`src/rtl/mips_pkg.sv`:
```
// Shared definitions for the 5-stage MIPS core.
// Holds opcode constants, ALUOp encodings, the layout of the pipelined
// control bundle (WB/M/EX groups) and the all-zero NOP bundle used for bubbles.
package mips_pkg;

   // Primary opcodes
   localparam logic [5:0] OP_RTYPE = 6'b000000;
   localparam logic [5:0] OP_LW    = 6'b100011;
   localparam logic [5:0] OP_SW    = 6'b101011;
   localparam logic [5:0] OP_BEQ   = 6'b000100;

   // ALU operation classes carried in the EX group
   localparam logic [1:0] ALUOP_ADD   = 2'b00;
   localparam logic [1:0] ALUOP_SUB   = 2'b01;
   localparam logic [1:0] ALUOP_FUNCT = 2'b10;

   localparam int CTRL_W = 9;

   // Control bundle: WB group, M group, EX group (MSB to LSB)
   typedef struct packed {
      logic       reg_write;
      logic       mem_to_reg;
      logic       branch;
      logic       mem_read;
      logic       mem_write;
      logic       reg_dst;
      logic       alu_src;
      logic [1:0] alu_op;
   } ctrl_t;

   // A bubble is an all-zero bundle: no register-file or memory write
   localparam ctrl_t CTRL_NOP = '0;

endpackage

```
`src/rtl/load_use_detector.sv`:
```
// Combinational load-use hazard detector.
// Ports:
//   ex_valid    - EX stage holds a real instruction
//   ex_mem_read - instruction in EX is a load
//   ex_rt       - load destination register in EX
//   id_rs/id_rt - source specifiers of the instruction in ID
//   id_valid    - ID stage holds a real instruction
//   stall       - hold PC and IF/ID, insert a bubble into EX
module load_use_detector (
   input  logic       ex_valid,
   input  logic       ex_mem_read,
   input  logic [4:0] ex_rt,
   input  logic [4:0] id_rs,
   input  logic [4:0] id_rt,
   input  logic       id_valid,
   output logic       stall
);

   logic rt_match;

   // $0 is hardwired to zero, so a load targeting it can never create a hazard
   assign rt_match = (ex_rt != 5'd0) && ((ex_rt == id_rs) || (ex_rt == id_rt));
   assign stall    = ex_valid && ex_mem_read && rt_match && id_valid;

endmodule

```
`src/rtl/id_ex_register.sv`:
```
// ID/EX pipeline register of the 5-stage MIPS core.
// Captures the decode control bundle, operands, immediate and register
// specifiers; inserts a bubble on load-use hazards (raising stall_out) and on
// flush from branch resolution.
// Ports:
//   clk, rst_n                - clock, asynchronous active-low reset
//   id_valid_in               - decode stage holds a real instruction
//   wb_*/m_*/ex_*_in          - control bundle from decode
//   pc_plus4/rd_data1/rd_data2/imm_ext_in - datapath words (B bits)
//   rs/rt/rd_in               - register specifiers
//   flush_in                  - squash the instruction entering EX
//   stall_out                 - combinational load-use stall request
//   ex_valid_out, *_out       - registered copies of the inputs
module id_ex_register
   import mips_pkg::*;
#(
   parameter int B = 32
) (
   input  logic         clk,
   input  logic         rst_n,
   input  logic         id_valid_in,
   input  logic         wb_RegWrite_in,
   input  logic         wb_MemtoReg_in,
   input  logic         m_Branch_in,
   input  logic         m_MemRead_in,
   input  logic         m_MemWrite_in,
   input  logic         ex_RegDst_in,
   input  logic         ex_ALUSrc_in,
   input  logic [1:0]   ex_ALUOp_in,
   input  logic [B-1:0] pc_plus4_in,
   input  logic [B-1:0] rd_data1_in,
   input  logic [B-1:0] rd_data2_in,
   input  logic [B-1:0] imm_ext_in,
   input  logic [4:0]   rs_in,
   input  logic [4:0]   rt_in,
   input  logic [4:0]   rd_in,
   input  logic         flush_in,
   output logic         stall_out,
   output logic         ex_valid_out,
   output logic         wb_RegWrite_out,
   output logic         wb_MemtoReg_out,
   output logic         m_Branch_out,
   output logic         m_MemRead_out,
   output logic         m_MemWrite_out,
   output logic         ex_RegDst_out,
   output logic         ex_ALUSrc_out,
   output logic [1:0]   ex_ALUOp_out,
   output logic [B-1:0] pc_plus4_out,
   output logic [B-1:0] rd_data1_out,
   output logic [B-1:0] rd_data2_out,
   output logic [B-1:0] imm_ext_out,
   output logic [4:0]   rs_out,
   output logic [4:0]   rt_out,
   output logic [4:0]   rd_out
);

   ctrl_t          ctrl_in;
   ctrl_t          ctrl_d, ctrl_q;
   logic           valid_d, valid_q;
   logic [B-1:0]   pc_plus4_d, pc_plus4_q;
   logic [B-1:0]   rd_data1_d, rd_data1_q;
   logic [B-1:0]   rd_data2_d, rd_data2_q;
   logic [B-1:0]   imm_ext_d, imm_ext_q;
   logic [4:0]     rs_d, rs_q;
   logic [4:0]     rt_d, rt_q;
   logic [4:0]     rd_d, rd_q;
   logic           stall;
   logic           bubble;

   assign ctrl_in = '{reg_write:  wb_RegWrite_in,
                      mem_to_reg: wb_MemtoReg_in,
                      branch:     m_Branch_in,
                      mem_read:   m_MemRead_in,
                      mem_write:  m_MemWrite_in,
                      reg_dst:    ex_RegDst_in,
                      alu_src:    ex_ALUSrc_in,
                      alu_op:     ex_ALUOp_in};

   load_use_detector u_load_use_detector (
      .ex_valid    (valid_q),
      .ex_mem_read (ctrl_q.mem_read),
      .ex_rt       (rt_q),
      .id_rs       (rs_in),
      .id_rt       (rt_in),
      .id_valid    (id_valid_in),
      .stall       (stall)
   );

   // Flush and hazard both load the same bubble, so a coincident pair costs one
   assign bubble = flush_in || stall;

   always_comb begin
      ctrl_d     = ctrl_in;
      valid_d    = id_valid_in;
      pc_plus4_d = pc_plus4_in;
      rd_data1_d = rd_data1_in;
      rd_data2_d = rd_data2_in;
      imm_ext_d  = imm_ext_in;
      rs_d       = rs_in;
      rt_d       = rt_in;
      rd_d       = rd_in;
      if (bubble) begin
         // Data fields are don't-care in a bubble; zero them for clean waveforms
         ctrl_d     = CTRL_NOP;
         valid_d    = 1'b0;
         pc_plus4_d = '0;
         rd_data1_d = '0;
         rd_data2_d = '0;
         imm_ext_d  = '0;
         rs_d       = '0;
         rt_d       = '0;
         rd_d       = '0;
      end
   end

   always_ff @(posedge clk or negedge rst_n) begin
      if (!rst_n) begin
         ctrl_q     <= CTRL_NOP;
         valid_q    <= 1'b0;
         pc_plus4_q <= '0;
         rd_data1_q <= '0;
         rd_data2_q <= '0;
         imm_ext_q  <= '0;
         rs_q       <= '0;
         rt_q       <= '0;
         rd_q       <= '0;
      end else begin
         ctrl_q     <= ctrl_d;
         valid_q    <= valid_d;
         pc_plus4_q <= pc_plus4_d;
         rd_data1_q <= rd_data1_d;
         rd_data2_q <= rd_data2_d;
         imm_ext_q  <= imm_ext_d;
         rs_q       <= rs_d;
         rt_q       <= rt_d;
         rd_q       <= rd_d;
      end
   end

   assign stall_out       = stall;
   assign ex_valid_out    = valid_q;
   assign wb_RegWrite_out = ctrl_q.reg_write;
   assign wb_MemtoReg_out = ctrl_q.mem_to_reg;
   assign m_Branch_out    = ctrl_q.branch;
   assign m_MemRead_out   = ctrl_q.mem_read;
   assign m_MemWrite_out  = ctrl_q.mem_write;
   assign ex_RegDst_out   = ctrl_q.reg_dst;
   assign ex_ALUSrc_out   = ctrl_q.alu_src;
   assign ex_ALUOp_out    = ctrl_q.alu_op;
   assign pc_plus4_out    = pc_plus4_q;
   assign rd_data1_out    = rd_data1_q;
   assign rd_data2_out    = rd_data2_q;
   assign imm_ext_out     = imm_ext_q;
   assign rs_out          = rs_q;
   assign rt_out          = rt_q;
   assign rd_out          = rd_q;

endmodule

```
`config.mk`:
```
export PLATFORM = sky130hd
export DESIGN_NAME = id_ex_register
export DESIGN_NICKNAME = d
export VERILOG_FILES = /design/src/rtl/mips_pkg.sv /design/src/rtl/load_use_detector.sv /design/src/rtl/id_ex_register.sv
export SDC_FILE = /design/constraint.sdc
export NUM_CORES = 1
export LEC_CHECK = 0
export ABC_AREA = 1
export CORE_MARGIN = 2
export CORE_UTILIZATION = 38
export CTS_CLUSTER_DIAMETER = 50
export CTS_CLUSTER_SIZE = 12
export DETAILED_ROUTE_END_ITERATION = 6
export PLACE_DENSITY = 0.81
export SETUP_SLACK_MARGIN = 0.4
export SLEW_MARGIN = 30
export SYNTH_ARGS = -nofsm -noshare
export SYNTH_HDL_FRONTEND = slang
export SYNTH_SLANG_ARGS = --single-unit
```
`constraint.sdc`:
```
create_clock -name clk -period 1.7 [get_ports clk]
set_input_delay 0.34 -clock clk [delete_from_list [all_inputs] [get_ports clk]]
set_output_delay 0.34 -clock clk [all_outputs]
set_load 0.01 [all_outputs]
```
Word level (Yosys, flattened, before mapping)

Cells that the tools add are included.

Register bits: 153
Input bits: 156
Output and inout port bits: 154
Word-level logic and storage cells: 34

Equal/unequal tests: 2
Muxes and demuxes: 9
Reductions and logical operators: 7

Operator list:

| kind               | number |
|---|---|
| 32-bit 2-to-1 mux  | 4 |
| 5-bit 2-to-1 mux   | 3 |
| 5-bit == test      | 2 |
| 9-bit 2-to-1 mux   | 1 |
| 5-bit nonzero test | 1 |
| 1-bit logical AND  | 4 |
| 1-bit logical OR   | 2 |
| 1-bit 2-to-1 mux   | 1 |

Logic depth before layout (Yosys ltp)

Gate-level depths: netlist (run 1).

Depth in word-level cells: 7
Mapped depth: 11
Gate-level depth less buffers: 9

Cells and area by module

A second synthesis (run 1) with hierarchy kept.

Cells, all modules: 523
Area, all modules: 5325.1 um2

Modules (own cells, without submodules):

| module            | instances | cells an instance | area an instance (um2) | seq. area each (um2) |
|---|---|---|---|---|
| id_ex_register    | 1         | 478               | 5121.2                 | 3828.7 |
| load_use_detector | 1         | 45                | 203.9                  | 0.0 |

Worst setup path after synthesis (run 1)

No wires, ideal clock.

Path kind: reg-to-reg
Start: reg rt_q[4] (netlist: rt_out[4])
End: reg pc_plus4_q[0] (netlist: pc_plus4_out[0])
Setup time: 0.116 ns
Arrival: 1.274 ns
Data required time: 1.584 ns
Slack: 0.310 ns
Cell stages (with the launch flop): 12
Buffers on the path: 2
Clock period less this slack: 1.390 ns
Cell sequence: dfrtp_1 -> inv_2 -> nand2_1 -> nand2_1 -> nor2_1 -> nand3_1 -> nand2_1 -> nand2_1 -> nand2_2 -> buf_6 -> buf_4 -> nor2_1

Longest elaborated chain between the ends: 7
Elaborated cells between the ends (all ways): 9
Classes of those cells: eq/ne: 2; mux: 1; reduce/logical: 6

RTL lines:

| element                             | RTL line                | RTL |
|---|---|---|
| from (decl)                         | id_ex_register.sv:65    | `logic [4:0] rt_d, rt_q;` |
| from (signal assigned)              | id_ex_register.sv:135   | `rt_q <= rt_d;` |
| 5-bit == test                       | load_use_detector.sv:22 | `assign rt_match = (ex_rt != 5'd0) && ((ex_rt == id_rs) \|\| (ex_rt == id_rt));` |
| 1-bit logical OR                    | load_use_detector.sv:22 |  |
| 1-bit logical AND (*)               | load_use_detector.sv:22 |  |
| 1-bit logical AND (*) (2 in series) | load_use_detector.sv:23 | `assign stall = ex_valid && ex_mem_read && rt_match && id_valid;` |
| 1-bit logical OR (*)                | id_ex_register.sv:90    | `assign bubble = flush_in \|\| stall;` |
| 32-bit 2-to-1 mux (*)               | id_ex_register.sv:102   | `if (bubble) begin` |
| via pc_plus4_d[0]                   | id_ex_register.sv:60    | `logic [B-1:0] pc_plus4_d, pc_plus4_q;` |
| to (signal assigned)                | id_ex_register.sv:130   | `pc_plus4_q <= pc_plus4_d;` |
| to (decl)                           | id_ex_register.sv:60    |  |

Mark *: on every way through the listed nets, which the timed path passes. The rest lies on a longest branch.

Worst setup path after layout (run 1)

Start: reg rt_q[0] (netlist: rt_out[0])
End: out stall_out

Longest elaborated chain between the ends: 5
Elaborated cells between the ends (all ways): 7
Classes of those cells: eq/ne: 2; reduce/logical: 5

RTL lines:

| element                             | RTL line                | RTL |
|---|---|---|
| 5-bit == test                       | load_use_detector.sv:22 |  |
| 1-bit logical OR                    | load_use_detector.sv:22 |  |
| 1-bit logical AND (*)               | load_use_detector.sv:22 |  |
| 1-bit logical AND (*) (2 in series) | load_use_detector.sv:23 |  |
| to (decl)                           | id_ex_register.sv:38    | `output logic stall_out,` |

Mark *: on every way between the ends. The rest lies on a longest branch, timed or not.

==> flow_metrics.py, run 1 <==
metrics = {
    "global_route": {
        "grt_pass1_wl_mm": 26.65,
        "grt_pass1_vias": 4924,
        "gr-total-overflow": 0,
        "grt_usage": 0.2474,
        "grt_max_degree": 42,
        "antenna_found_initial": 1,
    },
    "die": {
        "io_pins": 310,
        "dieArea_um2": 14870,
        "dieHeight_um": 121.9,
        "die_x_um": 121.9,
        "initial_core_util": 0.3852,
        "num_rows": 43,
        "core_region_area_um2": 13720,
    },
    "synthesis": {
        "synth_seq_cells": 153,
        "ys_seq_area_frac": 0.7244,
        "yosysWarnings": 0,
        "syn_area_um2": 5285,
        "postSynthCellCount": 523,
        "synth.distinct_cells": 13,
        "postSynthAreaPerCell_um2": 10.11,
        "synth_nets": 679,
    },
    "critical_path": {
        "crit_required_ns": 1.36,
        "startpoint_type": "flip-flop",
        "worst_path_largest_cell_delay_ns": 0.43,
        "path_class": "flip-flop to output pin",
        "crit_path_max_fanout": 5,
        "critPathTopFamily": "simple AND/OR/NAND/NOR gates",
        "cp_num_buf_inv": 2,
        "arrival_ns": 1.58,
        "cp_common_cell": "nor2_1",
        "cp_slowest_cell": "dfrtp_1",
        "setup.worst_path.end_class": "output pin",
        "cp_cell_sequence": "nor2_1 > nor2_1 > nor2_1 > nand3_1 > nand2_1 > nand2_2 > inv_2 > buf_6",
    },
    "sta": {
        "hold_viol_final": 0,
        "finalCriticalPeriod_ns": 1.919,
        "final.setup_skew_ns": 0.007761,
        "rsz0062_at_grt": "true",
        "timing.final.crit_share": 1.129,
        "worst_slack_ns": -0.2189,
        "slew-limit-headroom": 0.6787,
        "setup_violations": 154,
        "worst_slew_pin_slew_ns": 0.4814,
        "clock.fmax_mhz": 521.1,
        "drv_slew": 0,
    },
    "route": {
        "firstDrtPassIters": 4,
        "wl_mm": 19.85,
        "dr_total_vias": 4813,
        "wl_per_cell_um": 18.19,
        "drtIter0Drc": 173,
        "via_per_inst": 4.412,
        "drc": 0,
        "ant_nets": 0,
    },
    "power": {
        "power_density_nw_per_um2": 905.1,
        "seq_power_share": 0.407,
        "p_switching_w": 0.002240,
        "pwr-share-clk": 0.421,
        "p_comb_frac": 0.172,
        "ir_drop_mv": 0.5946,
        "p_leak_nw": 5.638,
        "p_sw_frac": 0.2346,
        "p_int_w": 0.007310,
    },
    "place": {
        "port_buffers": 309,
        "dp_cells": 1011,
        "place_congestion": 0.7600,
        "hpwlAfterDp_mm": 10.94,
    },
    "cts": {
        "clk_path_buf_depth": 2,
        "htreeDepth": 4,
        "clkTransAtPathRegs_ns": 0.06,
        "clk_latency_ns": 0.41,
        "cts_tree": "built",
        "cts_inserted_buffers": 17,
        "cts.sinks": 153,
        "cts-root-buf": "clkbuf_16",
    },
    "final_layout": {
        "n_antenna_cell": 0,
        "fin_nets": 1058,
        "area_delta_synth_final_pct": 99.65,
        "layout-drive-gt1-share": 0.4424,
        "utilization": 0.7691,
        "instances_no_fill": 1091,
    },
    "min_path": {
        "hp-class": "input pin to asynchronous set/reset pin",
    },
    "flow_run": {
        "drv_cap": 0,
    },
    "outcome": {
        "violations": "negative setup slack",
        "status": "finished, violations left",
    },
}
cell usage in the layout, fill, tap and decap left out, types with 3 or more instances in the layout:
cell and n:
nand2_8 3, buf_12 13, buf_2 119, buf_16 22, clkbuf_2 19, clkdlybuf4s50_1 154, nor2_2 59, buf_4 8
inv_2 5, nor2_4 93, dfrtp_1 149, dlymetal6s2s_1 8, dfrtp_2 4, buf_6 28, nand3_1 3, bufinv_16 5
nor2_1 7, clkbuf_16 18, inv_1 157, nand2_1 24
final cells by class:
| class | instances | area, um2 |
|---|---|---|
| sequential | 153 | 3834 |
| timing repair buffer | 374 | 3623 |
| fill | 823 | 3168 |
| multi-input combinational | 194 | 1643 |
| inverter | 162 | 608.1 |
| clock buffer | 19 | 442.9 |
| tap | 180 | 225.2 |
| clock inverter | 9 | 175.2 |
final timing paths:
kind	cells after the start	slack, ns	endpoint	startpoint
max	8	-0.22	stall_out	rt_out[0]
min	2	0.43	rd_out[4]	rst_n
max reg2reg	13	-0.20	imm_ext_out[12]	rt_out[0]
min reg2reg	11	1.36	rd_out[1]	rt_out[1]
max in group asynchronous	3	0.72	pc_plus4_out[10]	rst_n
min in group clk	3	0.44	rd_data2_out[8]	rd_data2_in[8]
Yosys cell counts:
| cell | count | area, um2 |
|---|---|---|
| xnor2_1 | 2 | 17.52 |
| dfrtp_1 | 153 | 3829 |
| buf_4 | 6 | 45.04 |
| inv_2 | 4 | 15.01 |
| inv_1 | 158 | 593.1 |
| buf_2 | 8 | 40.04 |
| nand2_1 | 25 | 93.84 |
| nand3_1 | 3 | 15.01 |
| nor2_1 | 159 | 596.8 |
| nor3_1 | 1 | 5.000 |
| and3_1 | 1 | 6.260 |
| buf_6 | 2 | 22.52 |
| nand2_2 | 1 | 6.260 |
stage by stage:
step	area, um2	setup TNS (ns)	power [W]	hold WS (ns)	setup slack, ns
after floorplan	5311	0	0.004290	0.04441	0.3159
after global placement	8706	-47.67	0.005169	0.2938	-0.5266
after detailed placement	8706	-53.36	0.005201	0.2983	-0.5641
after CTS	9871	-11.57	0.009384	0.4177	-0.1933
after global routing	10550	-34.68	0.009918	0.4472	-0.3022
final	10550	-23.03	0.009550	0.4294	-0.2189
power groups by stage:
stage,clock network (W),logic [W],registers (W)
floorplan,0,0.000236,0.00405
global placement,0,0.00122,0.00395
detailed placement,0,0.00125,0.00395
CTS,0.00405,0.00145,0.00388
global route,0.00427,0.00175,0.00390
finish,0.00402,0.00164,0.00389
sequential cells by signal (all words and copies together), names as in the netlist:
| signal | cells |
|---|---|
| rt_out | 5 |
| ex_RegDst_out | 1 |
| ex_ALUSrc_out | 1 |
| rd_out | 5 |
| rd_data1_out | 32 |
| rd_data2_out | 32 |
| m_MemWrite_out | 1 |
| ex_valid_out | 1 |
| wb_RegWrite_out | 1 |
| m_Branch_out | 1 |
| wb_MemtoReg_out | 1 |
| ex_ALUOp_out | 2 |
| imm_ext_out | 32 |
| m_MemRead_out | 1 |
| pc_plus4_out | 32 |
| rs_out | 5 |
per-layer routing:
metal,GRT usage,part of all wire,wire (um)
met2,0.4326,0.54,10790
met3,0.08801,0.081,1614
met5,0,0.00055,11
met1,0.2663,0.34,6763
met4,0.1178,0.034,669
kinds of logic (layout without fill, tap and decap cells):
logic type | count (synthesis) | count (layout) | share of synthesized area
and+or+nand+nor | 190 | 192 | 0.1368
DFF | 153 | 153 | 0.7244
xor gates and xnor gates | 2 | 2 | 0.003315
buffers and inverters | 178 | 564 | 0.1354
what timing repair did:
action	CTS	global route
endpoints found under the hold margin	37	0
hold buffers	1	0
endpoints found under the setup margin	307	194
cloned	22	1
pin swaps	3	8
buffers inserted	23	5
resized for setup	627	237
(Power assumes the default switching activity.)
==> inputs of run 2 (changes only) <==
--- a/config.mk
+++ b/config.mk
@@ -7,11 +7,10 @@
 export LEC_CHECK = 0
 export ABC_AREA = 1
 export CORE_MARGIN = 2
-export CORE_UTILIZATION = 38
-export CTS_CLUSTER_DIAMETER = 50
+export CORE_UTILIZATION = 35
 export CTS_CLUSTER_SIZE = 12
 export DETAILED_ROUTE_END_ITERATION = 6
-export PLACE_DENSITY = 0.81
+export PLACE_DENSITY = 0.75
 export SETUP_SLACK_MARGIN = 0.4
 export SLEW_MARGIN = 30
 export SYNTH_ARGS = -nofsm -noshare
==> run 2 against run 1 <==
Effect of this change:
- critical endpoint unchanged
- the run still ends with negative setup slack left
- critical path type unchanged
- die area increased by 8.3%
- core utilization decreased by 9.4 points
- largest cell class unchanged
- first-iteration DRC count increased by 14%
- highest routed layer is now met4
==> flow_metrics.py, run 2 (synthesized netlist as in run 1, its figures left out) <==
metrics = {
    "critical_path": {
        "startpoint_type": "flip-flop",
        "r2r-start": "rt_out[0]",
        "cp_num_buf_inv": 2,
        "setup.worst_path.end_class": "output pin",
        "r2r_cells": 14,
        "path_class": "flip-flop to output pin",
        "cp_common_cell": "nand2_1",
        "arrival_ns": 1.50,
        "r2r-end": "rd_data1_out[11]",
        "cp_slowest_cell": "dfrtp_2",
        "crit_required_ns": 1.36,
        "ff2ff_setup_slack_ns": -0.14,
        "startpoint": "rt_out[3]",
        "cp_cell_sequence": "nand2_1 > nand2_1 > nor2_1 > nand3_1 > nand2_1 > nand2_2 > inv_1 > buf_2",
        "crit_path_max_fanout": 5,
        "worst_path_largest_cell_delay_ns": 0.47,
        "critPathTopFamily": "flip-flops",
    },
    "place": {
        "place_congestion": 0.8168,
        "dpl_cell_area_um2": 8728,
        "port_buffers": 309,
        "hpwlAfterDp_mm": 11.09,
    },
    "sta": {
        "timing.final.crit_share": 1.085,
        "hold_viol_final": 0,
        "clock.fmax_mhz": 542.1,
        "whs_ns": 0.3247,
        "finalCriticalPeriod_ns": 1.845,
        "final.setup_skew_ns": 0.006403,
        "worst_slack_ns": -0.1447,
        "slew-limit-headroom": 0.6829,
        "worst_slew_pin_slew_ns": 0.4752,
        "drv_slew": 0,
        "rsz0062_at_grt": "true",
        "setup_violations": 154,
    },
    "die": {
        "initial_core_util": 0.3609,
        "core_region_area_um2": 14640,
        "dieArea_um2": 16100,
        "num_rows": 44,
        "dieHeight_um": 126.9,
        "die_x_um": 126.9,
        "io_pins": 310,
    },
    "global_route": {
        "grt_usage": 0.2222,
        "grt_max_degree": 40,
        "gr-total-overflow": 0,
        "grt_pass1_wl_mm": 26.68,
        "grt_pass1_vias": 4837,
        "antenna_found_initial": 0,
    },
    "cts": {
        "clk_path_buf_depth": 2,
        "cts.sinks": 153,
        "htreeDepth": 4,
        "clkTransAtPathRegs_ns": 0.06,
        "clk_latency_ns": 0.42,
        "cts-root-buf": "clkbuf_16",
        "cts_inserted_buffers": 17,
        "cts_tree": "built",
    },
    "outcome": {
        "status": "finished, violations left",
        "violations": "negative setup slack",
    },
    "power": {
        "ir_drop_mv": 0.6444,
        "power_density_nw_per_um2": 933.9,
        "p_leak_nw": 5.492,
    },
    "min_path": {
        "hold_depth": 3,
        "hold_path_end": "rt_out[4]",
        "hp-class": "input pin to flip-flop",
        "holdCritStartpoint": "rt_in[4]",
    },
    "route": {
        "wl_per_cell_um": 16.26,
        "drc": 0,
        "wl_mm": 17.81,
        "ant_nets": 0,
        "drtIter0Drc": 198,
        "firstDrtPassIters": 6,
        "dr_total_vias": 4598,
        "via_per_inst": 4.199,
    },
    "final_layout": {
        "layout-drive-gt1-share": 0.3513,
        "final_cell_mix": "inv_1, clkdlybuf4s50_1, dfrtp_1",
        "fin_area_um2": 9883,
        "fin_nets": 1054,
        "area_delta_synth_final_pct": 87.00,
        "n_antenna_cell": 0,
        "layout_commonest_cell": "inv_1",
    },
    "flow_run": {
        "drv_cap": 0,
    },
}
run 2: metal layers:
metal	up-vias	track usage	part of all wire
li1	2182	-	-
met1	2181	0.2367	0.36
met2	203	0.4054	0.54
met3	32	0.07128	0.079
met4	0	0.09179	0.023
met5	-	0	0
run 2: what timing repair did:
action | in CTS | in global routing
resized for setup | 721 | 36
pin swaps | 6 | 0
hold buffers | 1 | 0
endpoints found under the setup margin | 307 | 173
endpoints found under the hold margin | 34 | 0
cloned | 20 | 2
buffers inserted | 17 | 4
run 2: per-stage QoR:
step	cells	util	setup slack (ns)	total power [W]	setup TNS, ns
final	1095	0.6749	-0.1447	0.009230	-10.02
after global routing	1095	0.6749	-0.2540	0.009596	-25.29
after CTS	1089	0.6587	-0.1233	0.009220	-3.893
after detailed placement	1019	0.5960	-0.5204	0.005207	-52.94
after global placement	1019	0.5960	-0.5165	0.005182	-51.29
after floorplan	523	-	0.3159	0.004290	0
run 2: worst min-delay path, cell delays in order:
cell	delay (ns)
dlygate4sd2_1	0.25
inv_1	0.07
nor2_1	0.05
run 2: area by class of cell:
class,instances,area (um2)
Sequential cell,153,3832
Inverter,162,608.1
Fill cell,1102,4761
Timing Repair Buffer,370,3605
Tap cell,184,230.2
Multi-Input combinational cell,194,999.7
Clock buffer,19,432.9
Clock inverter,13,175.2
run 2: worst max path at each step:
| stage | to | slack, ns | cells past startpoint |
|---|---|---|---|
| floorplan | pc_plus4_out[0] | 0.32 | 11 |
| global placement | stall_out | -0.52 | 10 |
| detailed placement | stall_out | -0.52 | 10 |
| CTS | stall_out | -0.12 | 8 |
| global route | stall_out | -0.25 | 8 |
| finish | stall_out | -0.14 | 8 |
run 2: power breakdown:
| part | switching [W] | leakage, nW | internal [W] |
|---|---|---|---|
| logic | 0.000622 | 3.22 | 0.000816 |
| clock network | 0.00146 | 0.301 | 0.00245 |
| registers | 0.0000616 | 1.97 | 0.00383 |
